**src/rtl/if_fetch_unit.sv**
```systemverilog
`default_nettype none
// ============================================================================
// Module   : if_fetch_unit
// Purpose  : Sequential instruction fetch with a valid/ack memory port and a
//            small prefetch FIFO in front of the IF/ID register.
//            Optional macro IF_FETCH_PERF_EN adds stall/flush counters.
// Revision : 1.0 - initial release
// ============================================================================
module if_fetch_unit #(
    parameter int          DEPTH    = 4,
    parameter logic [31:0] RESET_PC = 32'h0
) (
    input  logic        clk,
    input  logic        rst_n,
    input  logic        freeze,
    input  logic        branch_taken,
    input  logic [31:0] branch_addr,
    output logic        imem_req,
    output logic [31:0] imem_addr,
    input  logic        imem_ack,
    input  logic [31:0] imem_rdata,
    output logic [31:0] pc_out,
    output logic [31:0] instr_out,
    output logic        valid_out
`ifdef IF_FETCH_PERF_EN
    ,
    output logic [31:0] stall_cnt,
    output logic [31:0] flush_cnt
`endif
);

    localparam int                  c_PTR_W = $clog2(DEPTH);
    localparam int                  c_CNT_W = c_PTR_W + 1;
    localparam logic [c_CNT_W-1:0]  c_FULL  = c_CNT_W'(DEPTH);

    logic [31:0]        r_fetch_pc;
    logic [31:0]        r_req_addr;
    logic               r_outstanding;
    logic               r_squash;
    logic [c_PTR_W-1:0] r_rd_ptr;
    logic [c_PTR_W-1:0] r_wr_ptr;
    logic [c_CNT_W-1:0] r_count;
    logic [31:0]        r_head_pc;
    logic [31:0]        r_head_instr;
    logic [31:0]        r_mem_pc    [DEPTH];
    logic [31:0]        r_mem_instr [DEPTH];

    logic               w_issue;
    logic               w_resp;
    logic               w_push;
    logic               w_pop;
    logic               w_valid;
    logic [31:0]        w_resp_pc;
    logic [c_PTR_W-1:0] w_rd_ptr_nxt;
    logic [c_CNT_W-1:0] w_cnt_after_pop;

    // Only a response to a request we actually hold counts; stray acks are ignored.
    assign w_resp          = r_outstanding & imem_ack;
    assign w_issue         = rst_n & ~r_outstanding & (r_count != c_FULL) & ~branch_taken;
    assign w_push          = w_resp & ~r_squash & ~branch_taken;
    assign w_valid         = (r_count != '0);
    assign w_pop           = w_valid & ~freeze & ~branch_taken;
    assign w_resp_pc       = r_req_addr + 32'd4;
    assign w_rd_ptr_nxt    = r_rd_ptr + c_PTR_W'(w_pop);
    assign w_cnt_after_pop = r_count - c_CNT_W'(w_pop);

    assign imem_req  = w_issue | (r_outstanding & ~imem_ack);
    assign imem_addr = w_issue ? r_fetch_pc : r_req_addr;
    assign valid_out = w_valid;
    assign pc_out    = r_head_pc;
    assign instr_out = r_head_instr;

    always_ff @(posedge clk or negedge rst_n) begin
        if (!rst_n) begin
            r_fetch_pc    <= RESET_PC;
            r_req_addr    <= 32'h0;
            r_outstanding <= 1'b0;
            r_squash      <= 1'b0;
            r_rd_ptr      <= '0;
            r_wr_ptr      <= '0;
            r_count       <= '0;
            r_head_pc     <= 32'h0;
            r_head_instr  <= 32'h0;
        end else begin
            if (w_issue) begin
                r_outstanding <= 1'b1;
                r_req_addr    <= r_fetch_pc;
            end else if (w_resp) begin
                r_outstanding <= 1'b0;
            end

            // A redirect while a request is in flight poisons that response.
            if (branch_taken && r_outstanding && !imem_ack) begin
                r_squash <= 1'b1;
            end else if (w_resp) begin
                r_squash <= 1'b0;
            end

            if (branch_taken) begin
                r_fetch_pc <= branch_addr;
                r_count    <= '0;
                r_rd_ptr   <= '0;
                r_wr_ptr   <= '0;
            end else begin
                if (w_push) begin
                    r_fetch_pc <= w_resp_pc;
                    r_wr_ptr   <= r_wr_ptr + c_PTR_W'(1);
                end
                r_rd_ptr <= w_rd_ptr_nxt;
                r_count  <= w_cnt_after_pop + c_CNT_W'(w_push);

                // Head register: bypass into an empty FIFO, else follow the read pointer.
                if (w_push && (w_cnt_after_pop == '0)) begin
                    r_head_pc    <= w_resp_pc;
                    r_head_instr <= imem_rdata;
                end else if (w_pop && (w_cnt_after_pop != '0)) begin
                    r_head_pc    <= r_mem_pc[w_rd_ptr_nxt];
                    r_head_instr <= r_mem_instr[w_rd_ptr_nxt];
                end
            end
        end
    end

    always_ff @(posedge clk) begin
        if (w_push) begin
            r_mem_pc[r_wr_ptr]    <= w_resp_pc;
            r_mem_instr[r_wr_ptr] <= imem_rdata;
        end
    end

`ifdef IF_FETCH_PERF_EN
    logic [31:0] r_stall_cnt;
    logic [31:0] r_flush_cnt;

    always_ff @(posedge clk or negedge rst_n) begin
        if (!rst_n) begin
            r_stall_cnt <= 32'h0;
            r_flush_cnt <= 32'h0;
        end else begin
            if (freeze && w_valid) begin
                r_stall_cnt <= r_stall_cnt + 32'd1;
            end
            if (branch_taken) begin
                r_flush_cnt <= r_flush_cnt + 32'd1;
            end
        end
    end

    assign stall_cnt = r_stall_cnt;
    assign flush_cnt = r_flush_cnt;
`endif

endmodule
`default_nettype wire

```
**config.mk**
```make
export PLATFORM = sky130hd
export DESIGN_NAME = if_fetch_unit
export DESIGN_NICKNAME = d
export VERILOG_FILES = /design/src/rtl/if_fetch_unit.sv
export SDC_FILE = /design/constraint.sdc
export NUM_CORES = 1
export LEC_CHECK = 0
export BUFFER_PORTS_ARGS = -buffer_cell sky130_fd_sc_hd__buf_2
export CORE_MARGIN = 2
export CORE_UTILIZATION = 59
export CTS_CLUSTER_SIZE = 25
export DETAILED_ROUTE_END_ITERATION = 7
export PLACE_DENSITY = 0.82
export SLEW_MARGIN = 20
export SYNTH_ARGS = -nofsm -noshare
export SYNTH_HDL_FRONTEND = slang
export SYNTH_SLANG_ARGS = --single-unit
```
**constraint.sdc**
```tcl
create_clock -name clk -period 4.2 [get_ports clk]
set_input_delay 0.84 -clock clk [delete_from_list [all_inputs] [get_ports clk]]
set_output_delay 0.84 -clock clk [all_outputs]
set_load 0.1 [all_outputs]
```
==> results.md, run 1 <==
- Final setup vio count: 0
- CP peak stage delay: 830 ps
- Status: completed
- Final Hold Viols: 0
- Synth Area in XOR/XNOR: 1.53%
- Inserted Diodes: 0
- YS warnings: 0
- Die Wd: 169 um
- Mapped Area: 0.0160 mm2
- DRT Pass-1 Iters: 5
- Root buffer cell: clkbuf_16
- CTS tree: built
- Max clock buf depth: 3
- Cells after synthesis: 1041
- Routed len/inst: 22.4 um
- Final Hold Slack: 451 ps
- Max_cap viols: 0
- Vias after detailed routing: 9662
- Final std cells w/o fill: 1580
- Dpl cells: 1508
- Synth cell types: 50
- Worst path most repeated cell: ha_1
- Hold Path Class: input port to asynchronous set/reset pin
- # DRC: 0
- Number of port buffers: 166
- Initial antenna violation count: 0
- Relative slew slack: 44.5%
- Synth async-reset ratio: 34.9%
- Final worst path period share: 82.4%
- Core Region: 0.0268 mm2
- Starting Density: 59.7%
- CP Capture Type: flop
- Die height: 169 um
- Grt total ovfl: 0
- Adder-cell share of the synthesized area: 0.782%
- Clock Latency Late Sink: 530 ps
- Combinational family with the most area after synthesis: multiplexers
- Crit path launch type: flop
- TritonCTS Buffers: 40
- Nets@finish: 1288
- Fmax: 289 MHz
- Die area: 0.0285 mm2
- Final setup TNS: 0 ps
- Iteration-0 DRC Markers: 780
- Slew Viols, Final: 0
- Pre-CTS setup slack: 607 ps
- H-tree lvl count: 2
- Crit Path Class: flop to flop
- Post-CTS Setup Bufs: 0
- Critical-path top delay cell: a311o_2
- Syn_area_per_cell: 15.4 um2
- Via/cell ratio: 6.12
- Post-cts gate resize count: 0
- Post-synth EDFFs: 256
- Multiplexer share of the synthesized area: 11.7%
- Yosys reg bits: 393
- Synth Area in Compound Gates: 6.25%
- Routed Antenna Nets: 0
- Synth-to-Final Area Change: 16.0%
- Layout Skew: 7.54 ps
- Final Critical Period: 3460 ps
- VDD IR max: 0.603 mV
- Power per Cell Area: 732 mW/mm2
- Post-cts hold buffer count: 0
- Seq/Total Area, Yosys: 69.5%
- Final Wtd Congestion: 0.842
- Vias in the first global route: 9976
- Peak fanout along the critical path: 36
- Crit-path cells: nor3_1 > nor2_1 > ha_1 > ha_1 > xnor2_1 > a311o_2 > nand2_1 > o22ai_1 > a21oi_1
- First-pass GRT wire length: 55.3 mm
- I/O pins: 167
- Synth Flop Type: edfxtp_1
- Critical Path AT: 3840 ps
- Fill count: 1771
- WP buf/inv: 0
- Num rows: 60
- Final WL: 35.4 mm
- Gr usage total: 25.6%
- Fraction of layout cells with a size suffix above 1: 28.9%
- Post-synthesis simple-gate area fraction: 7.51%
- Clock-pin transition on the worst setup and hold timing paths: 60 ps
- Worst-Margin Slew: 833 ps
- Final worst setup slack: 738 ps
- Pin count of the biggest net entering global routing: 138
- Cell family with most CP delay: compound AO/OA/AOI/OAI gates
- CP required: 4580 ps
- CTS Sinks: 393
- Synth Net Count: 1120
- Pleak: 7.06 nW
- RSZ-0062 raised after global routing: no
- HPWL after DPL: 21.5 mm
-- through the flow --
stage | utilization, % | total power [W] | area (um2)
after floorplan | - | 0.00921 | 16000
after global placement | 64.5 | 0.0101 | 17300
after detailed placement | 64.5 | 0.0102 | 17300
after CTS | 69.3 | 0.0136 | 18600
after global routing | 69.3 | 0.0141 | 18600
final | 69.3 | 0.0136 | 18600
-- flip-flops by register name, summed over array words and instances (netlist names) --
register       cells
r_squash           1
r_mem_pc         128
r_req_addr        32
r_wr_ptr           2
instr_out         32
r_count            3
r_mem_instr      128
r_fetch_pc        32
r_outstanding      1
r_rd_ptr           2
pc_out            32
-- synthesized netlist by cell type, types with 11 or more instances --
library cell	instances	area, um2
clkbuf_1	42	158
mux2i_1	14	140
xnor2_1	16	140
nor3_1	11	55.1
nand4_1	12	75.1
nand2_1	108	405
o21ai_0	37	185
inv_1	23	86.3
a21oi_1	81	405
mux4_2	64	1440
dfrtp_1	137	3430
mux2_2	26	293
a22oi_1	23	173
xor2_1	12	105
nor2_1	49	184
nand3_1	14	70.1
edfxtp_1	256	7690
-- kinds of logic after synthesis --
group | Yosys count
adder cells (fa/ha/maj) | 10
buffers and inverters | 87
multiplexers | 104
AO/OA/AOI/OAI | 171
XOR/XNOR | 28
AND/OR/NAND/NOR | 248
flip-flops | 393
-- final cells by class --
type	instances	area, um2	area share, %
multi-input cells	561	4520	24.4
flip-flops and latches	393	11100	59.9
clock inverters	9	126	0.681
well taps	341	427	2.30
clock buffers	63	1150	6.19
inverters	24	90.1	0.485
repair buffers	189	1130	6.10
-- where the power goes --
| group | switching [W] | internal, W | total [W] |
|---|---|---|---|
| Combinational | 0.00406 | 0.000929 | 0.00499 |
| Clock | 0.00139 | 0.00206 | 0.00345 |
| Sequential | 0.000412 | 0.00474 | 0.00515 |
| Total | 0.00586 | 0.00773 | 0.0136 |
-- per-layer routing --
layer / GRT usage (%) / share of wire [%] / vias up / wire, um
met5: 0 / 0 / - / 0
met4: 6.97 / 2.3 / 0 / 807
met3: 5.24 / 7.9 / 75 / 2810
met2: 42.8 / 50 / 434 / 17500
met1: 34.7 / 40 / 4862 / 14300
li1: - / - / 4291 / -
-- layout by cell type, fill, tap and decap left out, drive strengths merged, types with 14 or more instances in the layout --
cell and instances:
mux2i 14, nor2 49, a22oi 23, edfxtp 256
buf 189, nand2 108, clkbuf 63, dfrtp 137
mux2 26, inv 26, nand3 15, o21ai 37
xnor2 16, mux4 64, a21oi 81
-- final timing paths --
path                                        from                        end  slack (ps)  cells after the start
max                         r_count[2]$_DFF_PN0_      pc_out[2]$_DFFE_PN0P_         740                      9
min                                        rst_n   r_req_addr[25]$_DFF_PN0_         450                      2
max reg2reg                 r_count[2]$_DFF_PN0_      pc_out[2]$_DFFE_PN0P_         740                      9
min reg2reg                pc_out[3]$_DFFE_PN0P_      pc_out[3]$_DFFE_PN0P_         510                      2
max in group asynchronous                  rst_n  instr_out[24]$_DFFE_PN0P_        3170                      2
min in group clk                        imem_ack       r_squash$_DFFE_PN0P_         510                      2
No activity file was read; power rests on OpenSTA's default activity.
==> inputs of run 2 (changes only) <==
- clock period: 4.2 -> 3.3 ns (I/O delays scaled with it)
==> results.md, run 2 (synthesis gave the netlist of run 1 again) <==
- Grt total ovfl: 0 (unchanged)
- Pre-CTS setup slack: 238 ps (-369 ps)
- DRT Pass-1 Iters: 5 (unchanged)
- Max clock buf depth: 3 (unchanged)
- Vias in the first global route: 10074 (+0.98%)
- Crit Path Class: flop to primary output
- Routed len/inst: 23.2 um (+3.3%)
- Critical Path AT: 2330 ps (-1510 ps)
- CTS Sinks: 393 (unchanged)
- Commonest non-fill, non-tap cell in the layout: edfxtp_1
- Final Critical Period: 2990 ps
- Fmax: 334 MHz
- Pin count of the biggest net entering global routing: 76 (-45%)
- Final std cells w/o fill: 1583 (+0.19%)
- Layout Skew: 14.9 ps (+7.36 ps)
- Starting Density: 59.7% (unchanged)
- CP Capture Type: primary output
- Pleak: 7.11 nW (+0.79%)
- Clock Latency Late Sink: 530 ps (about the same)
- Final Wtd Congestion: 0.790 (-6.1%)
- Hold Path Class: input port to asynchronous set/reset pin
- Routed Antenna Nets: 0 (unchanged)
- RR Endpoint: pc_out[2]$_DFFE_PN0P_
- Final core occ: 69.9% (+0.63 points)
- CTS tree: built
- Final WL: 36.7 mm (+3.5%)
- H-tree lvl count: 2 (unchanged)
- I/O pins: 167 (unchanged)
- HPWL after DPL: 22.2 mm (+3.4%)
- CP peak stage delay: 430 ps (-400 ps)
- Die Wd: 169 um (unchanged)
- Crit path launch type: flop
- Peak fanout along the critical path: 40 (+11%)
- Reg2Reg Setup Slack: 520 ps (-220 ps)
- Critical-path top delay cell: dfrtp_1
- Via/cell ratio: 6.24 (+2.0%)
- Root buffer cell: clkbuf_16
- Post-cts hold buffer count: 0 (unchanged)
- First-pass GRT wire length: 56.8 mm (+2.7%)
- R2R Path Start: r_count[2]$_DFF_PN0_
- Nets@finish: 1291 (+0.23%)
- Initial antenna violation count: 1 (+1)
- Final setup TNS: 0 ps (unchanged)
- Relative slew slack: 45.9% (+1.4 points)
- Synth-to-Final Area Change: 17.1%
- Status: completed
- Final setup vio count: 0 (unchanged)
- Num rows: 60 (unchanged)
- Max_cap viols: 0 (unchanged)
- Core Region: 0.0268 mm2 (unchanged)
- Crit-path cells: nor2_1 > nand2_1 > a31oi_4 > buf_12 > mux2_2 > buf_2
- Die height: 169 um (unchanged)
- Clock-pin transition on the worst setup and hold timing paths: 70 ps (about the same)
- Final Hold Slack: 321 ps (-130 ps)
- Worst-Margin Slew: 812 ps (-20.6 ps)
- Final Hold Viols: 0 (unchanged)
- Dpl cells: 1512 (+0.27%)
- Slew Viols, Final: 0 (unchanged)
- # DRC: 0 (unchanged)
- CP required: 2640 ps (-1940 ps)
- Regs by FF count: r_mem_instr (128), r_mem_pc (128)
- TritonCTS Buffers: 39 (-2.5%)
- Post-cts gate resize count: 0 (unchanged)
- Vias after detailed routing: 9878 (+2.2%)
- Most frequent cells in the layout: edfxtp_1, buf_2, dfrtp_1
- Post-CTS Setup Bufs: 0 (unchanged)
- Final worst path period share: 90.7%
- Number of port buffers: 166 (unchanged)
- Power per Cell Area: 939 mW/mm2 (+28%)
- RSZ-0062 raised after global routing: no
- Die area: 0.0285 mm2 (unchanged)
- Iteration-0 DRC Markers: 773 (-0.90%)
- Reg2reg path depth: 8 (-1)
- Fraction of layout cells with a size suffix above 1: 29.5% (+0.60 points)
- Gr usage total: 26.4% (+0.83 points)
- Final worst setup slack: 308 ps (-430 ps)
- VDD IR max: 0.809 mV (+34%)
[run 2: changes by cell type in the layout (fill, tap and decap cells not counted), sizes merged]
cell	previous run	this run
buf	189	193
bufinv	3	6
clkbuf	63	52
clkinv	4	7
clkinvlp	0	5
diode	0	1
inv	26	24
[run 2: final cells by class]
class	instances	area, um2
clock buffer	52	1080
inverter	24	90.1
sequential	393	11100
fill	1729	8070
timing repair buffer	193	1250
multi-input combinational	561	4520
tap	341	427
clock inverter	18	249
antenna	1	2.50
[run 2: how the worst max path moves through the flow]
stage               slack (ps)                     to                      start
CTS                        300          imem_addr[12]  r_outstanding$_DFFE_PN0P_
finish                     310          imem_addr[12]  r_outstanding$_DFFE_PN0P_
global route               240          imem_addr[12]  r_outstanding$_DFFE_PN0P_
detailed placement         240  pc_out[2]$_DFFE_PN0P_               branch_taken
global placement           320  pc_out[2]$_DFFE_PN0P_               branch_taken
floorplan                 -520          imem_addr[20]               branch_taken
[run 2: metal layers]
layer / vias to the layer above / GRT usage (%) / wire length, um
met5: - / 0 / 0
met4: 0 / 8.36 / 813
met3: 72 / 4.30 / 2720
met2: 483 / 44.1 / 18400
met1: 5037 / 36.3 / 14700
li1: 4286 / - / -
[run 2: worst max-delay path, delay by kind of cell, from the launching register on]
family,cells,cell delay (ps)
compound gates,1,190
buf+inv,2,540
flops,1,430
mux,1,400
simple gates,2,190
[run 2: report_power, final]
| group | switching [W] | leakage, nW | total, W | internal (W) |
|---|---|---|---|---|
| clock | 0.00183 | 0.630 | 0.00460 | 0.00277 |
| combinational | 0.00518 | 2.48 | 0.00641 | 0.00123 |
| sequential | 0.000549 | 4.00 | 0.00658 | 0.00603 |
[run 2: through the flow]
stage	total power, W	cell area (um2)
floorplan	0.0117	16000
global placement	0.0129	17400
detailed placement	0.0131	17400
CTS	0.0176	18700
global route	0.0181	18700
finish	0.0176	18700
